[src/rtl/dwrr_pkg.sv]
// Shared definitions for the deficit weighted round-robin scheduler.
// Holds the scheduler FSM state encoding and two helpers:
//   ptr_wrap - next requester index with wrap to 0
//   sat_add  - unsigned add saturating at 2^w-1 (w <= MAXW)
package dwrr_pkg;

    localparam int unsigned MAXW  = 32;
    localparam int unsigned MAXW1 = MAXW + 1;

    typedef enum logic [1:0] {
        SCAN   = 2'd0,
        REFILL = 2'd1,
        CHECK  = 2'd2,
        GRANT  = 2'd3
    } state_t;

    // Next requester index, wrapping n-1 back to 0.
    function automatic int unsigned ptr_wrap(input int unsigned p, input int unsigned n);
        return (p + 1 >= n) ? 0 : p + 1;
    endfunction

    // Saturating add of two w-bit values carried in MAXW-bit containers.
    function automatic logic [MAXW-1:0] sat_add(input logic [MAXW-1:0] a,
                                                input logic [MAXW-1:0] b,
                                                input int unsigned     w);
        logic [MAXW:0] sum;
        logic [MAXW:0] lim;
        sum = {1'b0, a} + {1'b0, b};
        lim = (MAXW1'(1) << w) - MAXW1'(1);
        return (sum > lim) ? lim[MAXW-1:0] : sum[MAXW-1:0];
    endfunction

endpackage

[src/rtl/dwrr_defcnt.sv]
// Per-requester deficit counter cell.
// Ports:
//   clk, rst  - clock, synchronous active-high reset
//   clr       - clear counter to 0 (highest priority)
//   sub_en    - subtract sub_val (floors at 0)
//   add_en    - saturating add of add_val
//   add_val   - quantum to add (QWID bits)
//   sub_val   - granted length to subtract (LWID bits)
//   cnt       - current deficit (QWID bits)
module dwrr_defcnt
    import dwrr_pkg::*;
#(
    parameter int unsigned QWID = 8,
    parameter int unsigned LWID = 8
) (
    input  logic            clk,
    input  logic            rst,
    input  logic            clr,
    input  logic            sub_en,
    input  logic            add_en,
    input  logic [QWID-1:0] add_val,
    input  logic [LWID-1:0] sub_val,
    output logic [QWID-1:0] cnt
);

    logic [QWID-1:0] sub_ext;

    assign sub_ext = QWID'(sub_val);

    // Only one of clr/sub/add is requested per cycle by the scheduler; priority is defensive.
    always_ff @(posedge clk) begin
        if (rst) begin
            cnt <= '0;
        end else if (clr) begin
            cnt <= '0;
        end else if (sub_en) begin
            cnt <= (sub_ext > cnt) ? '0 : cnt - sub_ext;
        end else if (add_en) begin
            cnt <= QWID'(sat_add(MAXW'(cnt), MAXW'(add_val), QWID));
        end
    end

endmodule

[src/rtl/dwrr_sched.sv]
// Deficit weighted round-robin scheduler.
// One pointer walks the requesters: SCAN skips idle ones (clearing their deficit),
// REFILL adds the quantum once per visit, CHECK grants when the deficit covers the
// head packet, GRANT holds the grant until the datapath reports done.
// Optional build macro DWRR_STRICT0_EN: requester 0 becomes strict priority and is
// granted without deficit accounting whenever it requests in SCAN/CHECK and blk=0.
// Ports:
//   clk, rst        - clock, synchronous active-high reset
//   reqs            - per-requester head packet pending
//   req_lens        - packed head packet lengths, LWID bits each
//   input_quantums  - packed quantums, QWID bits each
//   blk             - blocks new grants while high
//   done            - granted packet finished (only observed in GRANT)
//   gnt             - registered one-hot grant
//   gnt_len         - granted length (0 when idle)
//   busy            - high while in GRANT
module dwrr_sched
    import dwrr_pkg::*;
#(
    parameter int unsigned NUM_REQS = 4,
    parameter int unsigned QWID     = 8,
    parameter int unsigned LWID     = 8
) (
    input  logic                     clk,
    input  logic                     rst,
    input  logic [NUM_REQS-1:0]      reqs,
    input  logic [NUM_REQS*LWID-1:0] req_lens,
    input  logic [NUM_REQS*QWID-1:0] input_quantums,
    input  logic                     blk,
    input  logic                     done,
    output logic [NUM_REQS-1:0]      gnt,
    output logic [LWID-1:0]          gnt_len,
    output logic                     busy
);

    localparam int unsigned CNTWID = (NUM_REQS > 1) ? $clog2(NUM_REQS) : 1;

    state_t              state, state_nxt;
    logic [CNTWID-1:0]   ptr, ptr_nxt, ptr_inc;
    logic [NUM_REQS-1:0] gnt_nxt;
    logic [LWID-1:0]     gnt_len_nxt;

    logic [NUM_REQS-1:0] clr_vec, add_vec, sub_vec;
    logic [QWID-1:0]     def_cnt  [NUM_REQS];
    logic [QWID-1:0]     quant_arr[NUM_REQS];
    logic [LWID-1:0]     len_arr  [NUM_REQS];

    logic [LWID-1:0]     eff_len;

`ifdef DWRR_STRICT0_EN
    logic                strict_q, strict_nxt;
    logic [LWID-1:0]     eff_len0;
`endif

    // Unpack per-requester fields and instantiate deficit counters.
    for (genvar i = 0; i < NUM_REQS; i++) begin : g_req
        assign quant_arr[i] = input_quantums[i*QWID +: QWID];
        assign len_arr[i]   = req_lens[i*LWID +: LWID];

        dwrr_defcnt #(
            .QWID (QWID),
            .LWID (LWID)
        ) u_defcnt (
            .clk     (clk),
            .rst     (rst),
            .clr     (clr_vec[i]),
            .sub_en  (sub_vec[i]),
            .add_en  (add_vec[i]),
            .add_val (quant_arr[i]),
            .sub_val (gnt_len),
            .cnt     (def_cnt[i])
        );
    end

    // Zero-length packets still cost one unit.
    assign eff_len = (len_arr[ptr] == '0) ? LWID'(1) : len_arr[ptr];
    assign ptr_inc = CNTWID'(ptr_wrap(MAXW'(ptr), NUM_REQS));

`ifdef DWRR_STRICT0_EN
    assign eff_len0 = (len_arr[0] == '0) ? LWID'(1) : len_arr[0];
`endif

    // Next-state, pointer, grant and counter-control decode.
    always_comb begin
        state_nxt   = state;
        ptr_nxt     = ptr;
        gnt_nxt     = gnt;
        gnt_len_nxt = gnt_len;
        clr_vec     = '0;
        add_vec     = '0;
        sub_vec     = '0;
`ifdef DWRR_STRICT0_EN
        strict_nxt  = strict_q;
`endif

        case (state)
            SCAN: begin
                if (!reqs[ptr]) begin
                    clr_vec[ptr] = 1'b1;
                    ptr_nxt      = ptr_inc;
                end else begin
                    state_nxt = REFILL;
                end
            end
            REFILL: begin
                add_vec[ptr] = 1'b1;
                state_nxt    = CHECK;
            end
            CHECK: begin
                if (!reqs[ptr]) begin
                    clr_vec[ptr] = 1'b1;
                    ptr_nxt      = ptr_inc;
                    state_nxt    = SCAN;
                end else if (blk) begin
                    state_nxt = CHECK;
                end else if (def_cnt[ptr] >= QWID'(eff_len)) begin
                    gnt_nxt      = '0;
                    gnt_nxt[ptr] = 1'b1;
                    gnt_len_nxt  = eff_len;
                    state_nxt    = GRANT;
                end else begin
                    ptr_nxt   = ptr_inc;
                    state_nxt = SCAN;
                end
            end
            GRANT: begin
                if (done) begin
`ifdef DWRR_STRICT0_EN
                    sub_vec[ptr] = !strict_q;
                    strict_nxt   = 1'b0;
`else
                    sub_vec[ptr] = 1'b1;
`endif
                    gnt_nxt     = '0;
                    gnt_len_nxt = '0;
                    state_nxt   = CHECK;
                end
            end
            default: state_nxt = SCAN;
        endcase

`ifdef DWRR_STRICT0_EN
        // Strict requester 0 pre-empts the round robin outside of an active grant.
        if ((state == SCAN || state == CHECK) && reqs[0] && !blk) begin
            clr_vec     = '0;
            add_vec     = '0;
            ptr_nxt     = '0;
            gnt_nxt     = '0;
            gnt_nxt[0]  = 1'b1;
            gnt_len_nxt = eff_len0;
            state_nxt   = GRANT;
            strict_nxt  = 1'b1;
        end
`endif
    end

    // State and output registers.
    always_ff @(posedge clk) begin
        if (rst) begin
            state   <= SCAN;
            ptr     <= '0;
            gnt     <= '0;
            gnt_len <= '0;
            busy    <= 1'b0;
        end else begin
            state   <= state_nxt;
            ptr     <= ptr_nxt;
            gnt     <= gnt_nxt;
            gnt_len <= gnt_len_nxt;
            busy    <= (state_nxt == GRANT);
        end
    end

`ifdef DWRR_STRICT0_EN
    always_ff @(posedge clk) begin
        if (rst) begin
            strict_q <= 1'b0;
        end else begin
            strict_q <= strict_nxt;
        end
    end
`endif

endmodule

[config.mk]
export PLATFORM = sky130hd
export DESIGN_NAME = dwrr_sched
export DESIGN_NICKNAME = d
export VERILOG_FILES = /design/src/rtl/dwrr_pkg.sv /design/src/rtl/dwrr_defcnt.sv /design/src/rtl/dwrr_sched.sv
export SDC_FILE = /design/constraint.sdc
export NUM_CORES = 1
export LEC_CHECK = 0
export ABC_CLOCK_PERIOD_IN_PS = 3950
export CAP_MARGIN = 10
export CELL_PAD_IN_SITES_DETAIL_PLACEMENT = 1
export CELL_PAD_IN_SITES_GLOBAL_PLACEMENT = 2
export CORE_UTILIZATION = 36
export CTS_CLUSTER_SIZE = 10
export DETAILED_ROUTE_END_ITERATION = 12
export DONT_BUFFER_PORTS = 1
export GPL_TIMING_DRIVEN = 0
export PLACE_DENSITY_LB_ADDON = 0.2
export SETUP_SLACK_MARGIN = 0.2
export SYNTH_ARGS = -nofsm -noshare
export SYNTH_HDL_FRONTEND = slang
export SYNTH_HIERARCHICAL = 1
export SYNTH_SLANG_ARGS = --single-unit
[constraint.sdc]
create_clock -name clk -period 3.95 [get_ports clk]
set_clock_uncertainty 0.2 [all_clocks]
set_input_delay 1.185 -clock clk [delete_from_list [all_inputs] [get_ports clk]]
set_output_delay 1.185 -clock clk [all_outputs]
set_load 0.01 [all_outputs]
---- Word-level counts from Yosys, hierarchy flattened ----
Cells that the tools add are included.
cells by class
  $add $sub $neg .......................... 9
  magnitude comparators ................... 13
  eq/ne operators ......................... 11
  multiplexer cells ....................... 54
  bitwise logic cells ..................... 1
  reductions and logical operators ........ 16
operators by type and width
  operator             count
  $mux 8               25
  $add 8x8->9          4
  $gt 9x8->1 const B   4
  $mux 4               9
  $bmux 8 s2           2
  $gt 8x8->1           4
  $sub 8x8->8          4
  $mux 2               10
  $pmux 8 s2           1
  $reduce_bool 2->1    6
  $ne 2x2->1 const B   5
  $reduce_or 2->1      5
  $ge 8x8->1           1
  $logic_not 8->1      1
  $pmux 2 s4           1
  $pmux 4 s2           1
  $eq 2x2->1 const B   3
  $ge 3x3->1 const B   2
  $ne 3x3->1 const B   2
  $reduce_and 5->1     1
  $pmux 2 s2           1
  $reduce_and 4->1     1
  $add 2x1->3 const B  1
  $lt 2x3->1 const B   1
  other kinds (8)      9
word-level totals
  register bits ........................... 49
  input bits .............................. 72
  output and inout bits ................... 13
  logic and storage cells ................. 113

---- Logic depth before layout (Yosys ltp) ----
  depth in word-level cells ............... 12
  mapped depth ............................ 12
  depth with buffers taken out ............ 10

---- Modules after synthesis ----
The synthesis kept the hierarchy.
by module, submodules not included
  module       instances  cells an instance  area each (um2)  seq. area each (um2)
  dwrr_defcnt  4          126                989.7            160.2
  dwrr_sched   1          126                1452.6           340.3

---- Least setup slack after synthesis ----
No wires, ideal clock.
  path kind ............................... input-to-reg
  start point ............................. input req_lens[26]
  end point ............................... register gnt_len[1]
  library setup time ...................... 0.117 ns
  arrival time ............................ 3.657 ns
  required time ........................... 3.633 ns
  setup slack ............................. -0.024 ns
  stages .................................. 11
  path buffers ............................ 1
  cells stage by stage .................... mux4_2 -> nor4_1 -> a41o_2 -> ha_1 -> nand2b_4 -> a2111oi_2 -> o21a_1 -> o21ba_1 -> nor4_2 -> buf_2 -> a22o_1
between the ends
  longest elaborated chain between the ends .. 9
  elaborated cells on any way between the ends .. 12
  those cells by class .................... order compare (1); eq/ne (1); mux (8); reduce/logical (2)
RTL lines
  what                                                                line               source
  start: declaration                                                  dwrr_sched.sv:27   input logic [NUM_REQS*LWID-1:0] req_lens,
  $bmux 8 s2 (*)                                                      dwrr_sched.sv:76   assign eff_len = (len_arr[ptr] == '0) ? LWID'(1) : len_arr[ptr];
  $mux 8 (implied by the code) (*) (2 in a row)                       dwrr_sched.sv:76
  $logic_not 8->1                                                     dwrr_sched.sv:76
  $mux 8 (*)                                                          dwrr_sched.sv:76
  parallel branches: the longest is 4 deep, another holds $ge 8x8->1  n/a
  end signal: assignment                                              dwrr_sched.sv:169  gnt_len <= gnt_len_nxt;
  end: declaration                                                    dwrr_sched.sv:32   output logic [LWID-1:0] gnt_len,
Mark *: on every way between the ends. The select of a mux whose other input is x is not followed.
A chain may end at the register's enable or synchronous reset.

---- Worst setup path after layout ----
  start point ............................. input req_lens[27]
  end point ............................... register gnt_len[5]
Same word-level chain as after synthesis.

==> summary.md <==
| Metric | Value |
|---|---|
| CTS Hold Bufs | `0` |
| Pwr Total | `2770 uW` |
| Post-Syn Area | `5410 um2` |
| Crit path capture type | `flop` |
| CTS HTree Levels | `2` |
| PwrDens | `471 nW/um2` |
| Die width | `125 um` |
| Antenna-violating nets left | `0` |
| Drt first pass iters | `4` |
| Vias | `4,794` |
| Final setup fails | `0` |
| Yosys cell types | `54` |
| Layout cell share with drive strength beyond 1 | `7.78%` |
| Top_reg_cell synth | `dfxtp_1` |
| PortBufs | `0` |
| Slew Viols, Final | `0` |
| Least-Margin Pin Slew | `0.523 ns` |
| Setup WS post-layout | `0.209 ns` |
| Initial drt markers | `154` |
| CTS buffer count | `5` |
| Syn Inst Count | `630` |
| Die height | `125 um` |
| Core area | `14,600 um2` |
| Commonest non-fill, non-tap cell in the layout | `ha_1` |
| Core Util, Final | `40.4%` |
| Critical Path Source Type | `primary input` |
| FMAX | `267 MHz` |
| Peak supply drop | `0.171 mV` |
| Worst EP arrival | `3.74 ns` |
| Max Fanout on Critical Path | `5` |
| Die area | `15,500 um2` |
| I/O Pins | `85` |
| Syn nets | `787` |
| Leakage power | `0.00231 uW` |
| CTS root buf | `clkbuf_16` |
| First-pass GRT wire length | `26,600 um` |
| Number of enable flip-flop cells after synthesis | `0` |
| Sequential share of the synthesized area | `18.1%` |
| Post-DR wirelength/cell | `19.8 um` |
| Clock Latency Late Sink | `0.31 ns` |
| Final Hold Fails | `0` |
| Routed wire length | `16,400 um` |
| Tcrit/Tclk final | `94.7%` |
| Synth Register Bits | `49` |
| Initial antenna violation count | `2` |
| Num rows | `44` |
| Initial Util | `37.1%` |
| DRC | `0` |
| Hold WS | `0.369 ns` |
| Grt ovf | `0` |
| Post-route setup TNS | `0 ns` |
| Sink Count | `49` |
| Status | `finished, final reports clean` |
| Rel. slew slack | `65.2%` |
| Worst slack at placement | `-0.223 ns` |
| Hold Crit Class | `reg2reg` |
| Post-synthesis area per instance | `8.59 um2` |
| Post-synth ARST share | `0%` |
| Maximum clock path buffer count | `2` |
| CTS tree | `built` |
| Clock-pin transition on the worst setup and hold timing paths | `0.07 ns` |
| Commonest non-fill, non-tap cells in the layout | `76 x ha_1, 65 x nor2_1, 50 x inv_1` |
| CP required | `3.95 ns` |
| Layout Nets | `799` |
| Syn. warnings | `6` |
| HPWL after detailed placement | `13,500 um` |
| Tot GR Track Use | `21.7%` |
| Via count of the first global-routing pass | `5,146` |
| Max-cap violations | `0` |
| WS Path Type | `in2reg` |
| Crit path time final | `3.74 ns` |
| RSZ-0062 raised after global routing | `yes` |
| Largest net degree at the start of global routing | `15` |
| Area growth, synth to finish | `8.83%` |
| Via density | `5.78` |
| GPL Wtd Cong | `0.864` |
-- through the flow --
| step | area (um2) | instances |
|---|---|---|
| after global placement | 5660 | 814 |
| final | 5890 | 829 |
| after global routing | 5890 | 829 |
| after detailed placement | 5660 | 814 |
| after floorplan | 5430 | 630 |
| after CTS | 5860 | 826 |
-- state kept, by name, summed over array words and instances (netlist names) --
register / flops
ptr: 2
state: 2
gnt: 4
gnt_len: 8
g_req.u_defcnt/cnt: 32
busy: 1
-- final timing paths --
check               startpoint         end  slack (ns)  cells past startpoint
setup / recovery  req_lens[27]  gnt_len[5]        0.21                     11
hold / removal          gnt[2]      gnt[2]        0.37                      1
setup reg to reg        ptr[0]  gnt_len[5]        0.33                     12
hold reg to reg         gnt[2]      gnt[2]        0.37                      1
-- cells in the mapped netlist, types with 5 or more instances --
cell	count	area share [%]
ha_1	77	18
nor2_1	65	4.5
inv_1	50	3.5
dfxtp_1	49	18
o21ai_0	45	4.2
a21oi_1	43	4.0
xnor2_1	28	4.5
o21ai_1	24	2.2
nand2b_1	20	2.3
nand2_1	14	0.97
nor2b_1	14	1.6
o21a_1	14	1.9
and2_1	13	1.5
a2bb2oi_1	12	1.9
mux4_2	12	5.0
o21bai_1	12	1.7
xor2_1	12	1.9
a21o_1	10	1.4
a22o_1	10	1.6
a211oi_1	8	1.1
fa_1	8	3.0
nor3_1	8	0.74
o32ai_1	8	1.3
clkbuf_1	5	0.35
mux4_1	5	2.4
o211ai_1	5	0.69
-- logic make-up (layout without fill, tap and decap cells) --
family / after synthesis / after routing / share of synthesized area [%]
adders and majority gates: 85 / 85 / 20.8
DFF: 49 / 49 / 18.1
buffers and inverters: 64 / 77 / 4.83
muxes: 19 / 19 / 7.79
and+or+nand+nor: 144 / 144 / 13.2
xor gates and xnor gates: 40 / 40 / 6.47
AOI/OAI and AO/OA: 229 / 229 / 28.8
other: 0 / 2 / 0
-- layer usage --
layer	vias to the layer above	wire [um]	GRT usage (%)
met2	84	7960	37.6
met1	2321	7380	26.3
met3	27	599	3.82
met4	0	483	8.79
met5	-	0	0
li1	2362	-	-
-- where the power goes --
part	switching (uW)	leakage, uW	total [uW]	internal, uW
Clock	214	0.0000641	451	237
Sequential	113	0.000396	672	559
Combinational	865	0.00185	1650	786
Total	1190	0.00231	2770	1580
-- repair_timing --
| item | 4_1_cts | 5_1_grt |
|---|---|---|
| gates cloned | 1 | 0 |
| pin swaps | 0 | 3 |
| resized for setup | 6 | 3 |
| buffers inserted | 3 | 1 |
| hold endpoints to repair | 0 | 0 |
| setup endpoints to repair | 10 | 11 |
-- critical path: stages --
cell and delay (ns):
mux4_2 0.53, nor4_4 0.28, a41o_2 0.26, ha_4 0.20
nand2b_4 0.14, a2111oi_4 0.34, o21a_1 0.20, o21ba_4 0.17
nor4_4 0.07, buf_4 0.18, a22o_1 0.17
-- cell type report --
class | count | area (um2)
well taps | 184 | 230
diodes | 2 | 5.00
plain buffers | 14 | 83.8
inverters | 50 | 188
multi-input cells | 517 | 4220
flip-flops and latches | 49 | 981
clock buffers | 7 | 133
fillers | 1767 | 8700
repair buffers | 5 | 37.5
clock inverters | 1 | 7.51
No activity file was read; power rests on OpenSTA's default activity.
